$ cat src/rtl/skyhop_pkg.sv
// Shared types and constants for the SkyHop VGA overlay stages.
// Holds the countdown-bar FSM state enum, the pixel/colour widths
// and the default bar colours.
package skyhop_pkg;

   localparam int VGA_CNT_W = 11;
   localparam int RGB_W     = 12;
   localparam int MS_W      = 20;
   localparam int ACC_W     = 21;

   localparam logic [RGB_W-1:0] FG_COLOR_DEF     = 12'hF80;
   localparam logic [RGB_W-1:0] EMPTY_COLOR_DEF  = 12'h333;
   localparam logic [RGB_W-1:0] BORDER_COLOR_DEF = 12'hFFF;

   typedef enum logic [1:0] {
      IDLE    = 2'd0,
      RUN     = 2'd1,
      PAUSE   = 2'd2,
      ELAPSED = 2'd3
   } bar_state_t;

endpackage

$ cat src/rtl/bar_fill_counter.sv
// Countdown engine for the progress bar: owns the IDLE/RUN/PAUSE/ELAPSED
// state machine, the millisecond countdown and the pixel fill length.
// The fill length is derived with a Bresenham-style accumulator so that
// at most one pixel drains per tick and the bar empties on the very tick
// the countdown reaches zero.
module bar_fill_counter
   import skyhop_pkg::*;
#(
   parameter logic [VGA_CNT_W-1:0] BAR_W       = 11'd256,
   parameter logic [MS_W-1:0]      DURATION_MS = 20'd30000
) (
   input  logic                 clk,
   input  logic                 rst,
   input  logic                 start,
   input  logic                 pause,
   input  logic                 one_ms_tick,
   output bar_state_t           state,
   output logic                 elapsed,
   output logic [MS_W-1:0]      remaining_ms,
   output logic [VGA_CNT_W-1:0] fill
);

   bar_state_t           state_q, state_d;
   logic                 start_q;
   logic                 elapsed_q, elapsed_d;
   logic [MS_W-1:0]      remaining_q, remaining_d;
   logic [ACC_W-1:0]     acc_q, acc_d;
   logic [VGA_CNT_W-1:0] fill_q, fill_d;
   logic [ACC_W-1:0]     acc_sum;
   logic                 start_edge;

   // Next-state logic: a start edge reloads from any state and swallows a coincident tick.
   always_comb begin
      state_d     = state_q;
      remaining_d = remaining_q;
      acc_d       = acc_q;
      fill_d      = fill_q;
      acc_sum     = acc_q + {{(ACC_W-VGA_CNT_W){1'b0}}, BAR_W};
      start_edge  = start & ~start_q;

      if (start_edge) begin
         state_d     = RUN;
         remaining_d = DURATION_MS;
         fill_d      = BAR_W;
         acc_d       = '0;
      end else begin
         case (state_q)
            RUN: begin
               if (pause) begin
                  state_d = PAUSE;
               end else if (one_ms_tick) begin
                  if (remaining_q <= 20'd1) begin
                     remaining_d = '0;
                     state_d     = ELAPSED;
                  end else begin
                     remaining_d = remaining_q - 20'd1;
                  end
                  if (acc_sum >= {1'b0, DURATION_MS}) begin
                     acc_d = acc_sum - {1'b0, DURATION_MS};
                     if (fill_q != '0) begin
                        fill_d = fill_q - 11'd1;
                     end
                  end else begin
                     acc_d = acc_sum;
                  end
               end
            end
            PAUSE: begin
               if (!pause) begin
                  state_d = RUN;
               end
            end
            default: begin
               state_d = state_q;
            end
         endcase
      end

      elapsed_d = (state_d == ELAPSED);
   end

   // State, countdown and registered flags; reset returns straight to IDLE.
   always_ff @(posedge clk or posedge rst) begin
      if (rst) begin
         state_q     <= IDLE;
         start_q     <= 1'b0;
         elapsed_q   <= 1'b0;
         remaining_q <= DURATION_MS;
         acc_q       <= '0;
         fill_q      <= BAR_W;
      end else begin
         state_q     <= state_d;
         start_q     <= start;
         elapsed_q   <= elapsed_d;
         remaining_q <= remaining_d;
         acc_q       <= acc_d;
         fill_q      <= fill_d;
      end
   end

   assign state        = state_q;
   assign elapsed      = elapsed_q;
   assign remaining_ms = remaining_q;
   assign fill         = fill_q;

endmodule

$ cat src/rtl/progress_bar_overlay.sv
// Countdown-bar overlay stage for the SkyHop VGA pipeline.
// Delays all timing signals by one clock, latches the fill length once per
// frame on the rising edge of vblnk_in, and composites the bar over rgb_in.
// Optional feature: define BAR_BORDER_EN to draw a 1-pixel border around the bar.
module progress_bar_overlay
   import skyhop_pkg::*;
#(
   parameter logic [VGA_CNT_W-1:0] BAR_X        = 11'd16,
   parameter logic [VGA_CNT_W-1:0] BAR_Y        = 11'd8,
   parameter logic [VGA_CNT_W-1:0] BAR_W        = 11'd256,
   parameter logic [VGA_CNT_W-1:0] BAR_H        = 11'd12,
   parameter logic [MS_W-1:0]      DURATION_MS  = 20'd30000,
`ifdef BAR_BORDER_EN
   parameter logic [RGB_W-1:0]     BORDER_COLOR = BORDER_COLOR_DEF,
`endif
   parameter logic [RGB_W-1:0]     FG_COLOR     = FG_COLOR_DEF,
   parameter logic [RGB_W-1:0]     EMPTY_COLOR  = EMPTY_COLOR_DEF
) (
   input  logic                 clk,
   input  logic                 rst,
   input  logic                 module_en,
   input  logic                 one_ms_tick,
   input  logic                 start,
   input  logic                 pause,
   input  logic [VGA_CNT_W-1:0] vcount_in,
   input  logic [VGA_CNT_W-1:0] hcount_in,
   input  logic                 vsync_in,
   input  logic                 hsync_in,
   input  logic                 vblnk_in,
   input  logic                 hblnk_in,
   input  logic [RGB_W-1:0]     rgb_in,
   output logic [VGA_CNT_W-1:0] vcount_out,
   output logic [VGA_CNT_W-1:0] hcount_out,
   output logic                 vsync_out,
   output logic                 hsync_out,
   output logic                 vblnk_out,
   output logic                 hblnk_out,
   output logic [RGB_W-1:0]     rgb_out,
   output logic                 elapsed,
   output logic [MS_W-1:0]      remaining_ms
);

   bar_state_t           bar_state;
   logic [VGA_CNT_W-1:0] fill;

   logic [VGA_CNT_W-1:0] vcount_q, hcount_q;
   logic                 vsync_q, hsync_q, vblnk_q, hblnk_q;
   logic [RGB_W-1:0]     rgb_out_q, rgb_out_d;
   logic [VGA_CNT_W-1:0] fill_frame_q, fill_frame_d;

   logic [VGA_CNT_W:0]   h_ext, v_ext;
   logic [VGA_CNT_W:0]   bar_x_lo, bar_x_end, bar_y_lo, bar_y_end;
   logic [VGA_CNT_W-1:0] h_off;
   logic                 in_bar;
   logic                 draw_en;

   bar_fill_counter #(
      .BAR_W       (BAR_W),
      .DURATION_MS (DURATION_MS)
   ) u_counter (
      .clk          (clk),
      .rst          (rst),
      .start        (start),
      .pause        (pause),
      .one_ms_tick  (one_ms_tick),
      .state        (bar_state),
      .elapsed      (elapsed),
      .remaining_ms (remaining_ms),
      .fill         (fill)
   );

   // Bar geometry uses one extra bit so BAR_X+BAR_W cannot wrap.
   assign h_ext     = {1'b0, hcount_in};
   assign v_ext     = {1'b0, vcount_in};
   assign bar_x_lo  = {1'b0, BAR_X};
   assign bar_y_lo  = {1'b0, BAR_Y};
   assign bar_x_end = {1'b0, BAR_X} + {1'b0, BAR_W};
   assign bar_y_end = {1'b0, BAR_Y} + {1'b0, BAR_H};
   assign h_off     = hcount_in - BAR_X;
   assign in_bar    = (h_ext >= bar_x_lo) && (h_ext < bar_x_end) &&
                      (v_ext >= bar_y_lo) && (v_ext < bar_y_end);
   assign draw_en   = module_en && !vblnk_in && !hblnk_in && (bar_state != IDLE);

`ifdef BAR_BORDER_EN
   logic in_border;
   assign in_border = (h_ext >= bar_x_lo - 12'd1) && (h_ext <= bar_x_end) &&
                      (v_ext >= bar_y_lo - 12'd1) && (v_ext <= bar_y_end);
`endif

   // Compositor and frame latch: pick the pixel colour and capture fill once per frame.
   always_comb begin
      rgb_out_d    = rgb_in;
      fill_frame_d = fill_frame_q;

      if (vblnk_in && !vblnk_q) begin
         fill_frame_d = fill;
      end

      if (draw_en) begin
         if (in_bar) begin
            rgb_out_d = (h_off < fill_frame_q) ? FG_COLOR : EMPTY_COLOR;
         end
`ifdef BAR_BORDER_EN
         else if (in_border) begin
            rgb_out_d = BORDER_COLOR;
         end
`endif
      end
   end

   // One-cycle timing pipeline, composited colour and per-frame fill register.
   always_ff @(posedge clk or posedge rst) begin
      if (rst) begin
         vcount_q     <= '0;
         hcount_q     <= '0;
         vsync_q      <= 1'b0;
         hsync_q      <= 1'b0;
         vblnk_q      <= 1'b0;
         hblnk_q      <= 1'b0;
         rgb_out_q    <= '0;
         fill_frame_q <= BAR_W;
      end else begin
         vcount_q     <= vcount_in;
         hcount_q     <= hcount_in;
         vsync_q      <= vsync_in;
         hsync_q      <= hsync_in;
         vblnk_q      <= vblnk_in;
         hblnk_q      <= hblnk_in;
         rgb_out_q    <= rgb_out_d;
         fill_frame_q <= fill_frame_d;
      end
   end

   assign vcount_out = vcount_q;
   assign hcount_out = hcount_q;
   assign vsync_out  = vsync_q;
   assign hsync_out  = hsync_q;
   assign vblnk_out  = vblnk_q;
   assign hblnk_out  = hblnk_q;
   assign rgb_out    = rgb_out_q;

endmodule

$ cat config.mk
export PLATFORM = sky130hd
export DESIGN_NAME = progress_bar_overlay
export DESIGN_NICKNAME = d
export VERILOG_FILES = /design/src/rtl/skyhop_pkg.sv /design/src/rtl/bar_fill_counter.sv /design/src/rtl/progress_bar_overlay.sv
export SDC_FILE = /design/constraint.sdc
export NUM_CORES = 1
export LEC_CHECK = 0
export BUFFER_PORTS_ARGS = -buffer_cell sky130_fd_sc_hd__buf_2
export CORE_ASPECT_RATIO = 0.75
export CORE_MARGIN = 2
export CORE_UTILIZATION = 30
export CTS_CLUSTER_SIZE = 30
export DETAILED_ROUTE_END_ITERATION = 6
export PLACE_DENSITY = 0.51
export SYNTH_ARGS = -nofsm -noshare
export SYNTH_HDL_FRONTEND = slang
export SYNTH_SLANG_ARGS = --single-unit
$ cat constraint.sdc
create_clock -name clk -period 3.4 [get_ports clk]
set_input_delay 0.68 -clock clk [delete_from_list [all_inputs] [get_ports clk]]
set_output_delay 0.68 -clock clk [all_outputs]
set_load 0.01 [all_outputs]
==> flow_metrics.tcl <==
set metrics [dict create \
    grt_max_degree 64 \
    ctsLongestPathBuffers 2 \
    overflow 0 \
    fp.dieW_um 159 \
    cts_max_level 3 \
    grt_antenna_before_repair 0 \
    crit_buf_inv 1 \
    fill_cells 1804 \
    ant_nets 0 \
    grt_pass1_vias 4324 \
    io_buffers 102 \
    yosysTopAreaCell "dfrtp_1" \
    min_path_cells 1 \
    reg2reg_from "u_counter.acc_q[8]" \
    holdWs_ns 0.427 \
    vias 4509 \
    hpwl_mm 9.66 \
    path_class "reg2reg" \
    path_max_fanout 14 \
    crit_chain "ha_1, a21oi_1, o21ai_0, a221o_1, a21o_1, buf_4, a211oi_1, mux2i_1, xor2_1, nor2_1" \
    ctsResizeCount 0 \
    die_y_um 120 \
    core_area_mm2 0.0177 \
    antennaDiodeCount 0 \
    maxCapViolations 0 \
    ir_drop_uv 290 \
    cp-endpoint "u_counter.acc_q[18]" \
    crit_required_ns 3.64 \
    powerDensity_mw_per_mm2 475 \
    grt.total_usage 0.144 \
    ys_ff_latch 101 \
    rows 42 \
    synth_top_area_share 0.426 \
    pwr-share-comb 0.233 \
    slew_violations 0 \
    rsz0062_at_grt "no" \
    slowest_stage "a221o_1" \
    p_sw_frac 0.319 \
    post_cts_buffers 0 \
    ys.flop_type "dfrtp_1" \
    drc 0 \
    syn_avg_cell_area_um2 9.61 \
    clkLatencyLatePin_ns 0.36 \
    synth_fp_nets 627 \
    drt-total-wl_mm 13.2 \
    relSlewSlack 0.464 \
    min_from "vcount_in[1]" \
    finClkSkew_ns 0.00965 \
    cts_root_buf "clkbuf_16" \
    hold_viol 0 \
    endpoint_kind "register" \
    syn_area_mm2 0.00540 \
    routedWlPerCell_um 14.5 \
    grt_pass1_wl_mm 22.3 \
    dieArea_mm2 0.0191 \
    power.share.clock 0.329 \
    cts_buffers 9 \
    nets 728 \
    intPower_mw 2.09 \
    io_pins 103 \
    gp_congestion 0.808 \
    max_stage_delay_ns 0.45 \
    crit_cells 10 \
    hold_path_class "in2reg" \
    hold_buffers 0 \
    worstRegToRegCells 10 \
    syn_to_final_growth_pct 19.9 \
    p_leak_nw 2.91 \
    r2r_end "u_counter.acc_q[18]" \
    outcome "finished, final reports clean" \
    vias_per_cell 4.95 \
    ys_warn_count 0 \
    first_iter_violations 293 \
    synth-edff-count 0 \
    crit_path_start_kind "register" \
    cp_top_family "compound AO/OA/AOI/OAI gates" \
    synthTopCellsByArea "dfrtp_1 (43%), nor2_1 (4.9%), ha_1 (4.9%)" \
    async_reset_ff_frac 1.00 \
    arrival_ns 3.30 \
    syn_inst 562 \
    path_clk_slew_ns 0.07 \
    power_switching_mw 0.983 \
    period_minus_slack_ns 3.06 \
    cp-startpoint "u_counter.acc_q[8]" \
    synth_cell_type_count 67 \
    start_util 0.306 \
    cts_sinks 101 \
    seq_area_frac_synth 0.470 \
    fmax_mhz 327 \
    setup_violations 0 \
    period_share 0.900 \
    seqPwrFrac 0.437 \
    tightest_slew_ns 0.803 \
    drt-pass1-iter-count 5 \
    r2r_slack_ns 0.34 \
    final.setup.tns_ns 0 \
    drive_above_1_share 0.246 \
    cts_tree "built" \
]
==> sequential cells by signal, summed over array words and instances, names as in the netlist <==
| signal | flops |
|---|---|
| fill_frame_q | 11 |
| u_counter.elapsed | 1 |
| hcount_out | 11 |
| u_counter.remaining_ms | 20 |
| vcount_out | 11 |
| hsync_out | 1 |
| u_counter.acc_q | 17 |
| vblnk_out | 1 |
| u_counter.fill | 11 |
| u_counter.start_q | 1 |
| rgb_out | 12 |
| vsync_out | 1 |
| u_counter.state | 2 |
| hblnk_out | 1 |
==> how the worst min path moves through the flow <==
| stage | slack [ns] | end |
|---|---|---|
| floorplan | 0.45 | fill_frame_q[1] |
| global placement | 0.47 | fill_frame_q[1] |
| detailed placement | 0.48 | fill_frame_q[0] |
| CTS | 0.41 | vsync_out |
| global route | 0.40 | vcount_out[1] |
| finish | 0.43 | vcount_out[1] |
==> metal layers <==
layer  GRT usage  vias to the layer above  share of wire
met2       0.214                       99           0.43
met4      0.0420                        0          0.014
met5           0                        -              0
li1            -                     2196              -
met1       0.208                     2198           0.52
met3      0.0367                       16          0.042
==> layout by cell type, fill, tap and decap left out, types with 8 or more instances in the layout <==
| cell | count |
|---|---|
| nand3_1 | 19 |
| a21o_1 | 11 |
| or3_1 | 8 |
| nand2b_1 | 8 |
| mux2_2 | 9 |
| buf_4 | 15 |
| nor4_1 | 11 |
| xnor2_1 | 15 |
| buf_2 | 102 |
| a211oi_1 | 10 |
| clkbuf_16 | 9 |
| nor3_1 | 15 |
| o21ai_0 | 31 |
| ha_1 | 21 |
| inv_1 | 28 |
| nor2_1 | 71 |
| dfstp_2 | 9 |
| nand2_1 | 47 |
| xor2_1 | 18 |
| a21oi_1 | 18 |
| dfrtp_1 | 92 |
==> through the flow <==
step                setup WS [ns]  instances  instance area (µm²)   util  power, mW
floorplan                  0.0878        562                 5400      -       1.85
global placement            0.332        894                 6190  0.351       2.07
detailed placement          0.273        894                 6190  0.351       2.08
CTS                         0.374        910                 6480  0.367       3.12
global route               0.0112        910                 6480  0.367       3.29
finish                      0.340        910                 6480  0.367       3.08
==> kinds of logic after synthesis <==
family,Yosys count,share of synthesized area
AO/OA/AOI/OAI,122,0.159
XOR/XNOR,33,0.0535
adder cells (fa/ha/maj),21,0.0486
buffers and inverters,56,0.0463
flip-flops,101,0.470
multiplexers,13,0.0262
AND/OR/NAND/NOR,216,0.196
==> power groups by stage <==
| stage | clock, mW | combinational, mW | sequential, mW |
|---|---|---|---|
| 2_1_floorplan | 0 | 0.460 | 1.39 |
| 3_3_place_gp | 0 | 0.706 | 1.37 |
| 3_5_place_dp | 0 | 0.714 | 1.37 |
| 4_1_cts | 1.06 | 0.719 | 1.35 |
| 5_1_grt | 1.11 | 0.815 | 1.36 |
| 6_report | 1.01 | 0.718 | 1.35 |
==> final cells by class <==
| cell class | instances | area, µm² | share of cell area |
|---|---|---|---|
| sequential | 101 | 2540 | 0.392 |
| inverter | 29 | 111 | 0.0172 |
| multi-input combinational | 405 | 2620 | 0.404 |
| clock inverter | 4 | 30.0 | 0.00464 |
| tap | 242 | 303 | 0.0467 |
| timing repair buffer | 117 | 623 | 0.0962 |
| clock buffer | 12 | 256 | 0.0396 |
==> synthesized netlist by cell type (9+ instances only) <==
library cell  instances
nand3_1              19
a21o_1               11
dfrtp_1              92
ha_1                 21
dfstp_2               9
a211oi_1             10
xnor2_1              15
clkbuf_1             12
nor3_1               15
inv_1                29
mux2_2                9
nand2_1              47
xor2_1               18
o21ai_0              31
nor4_1               11
a21oi_1              18
nor2_1               71
Power figures use the tool's default switching activity.
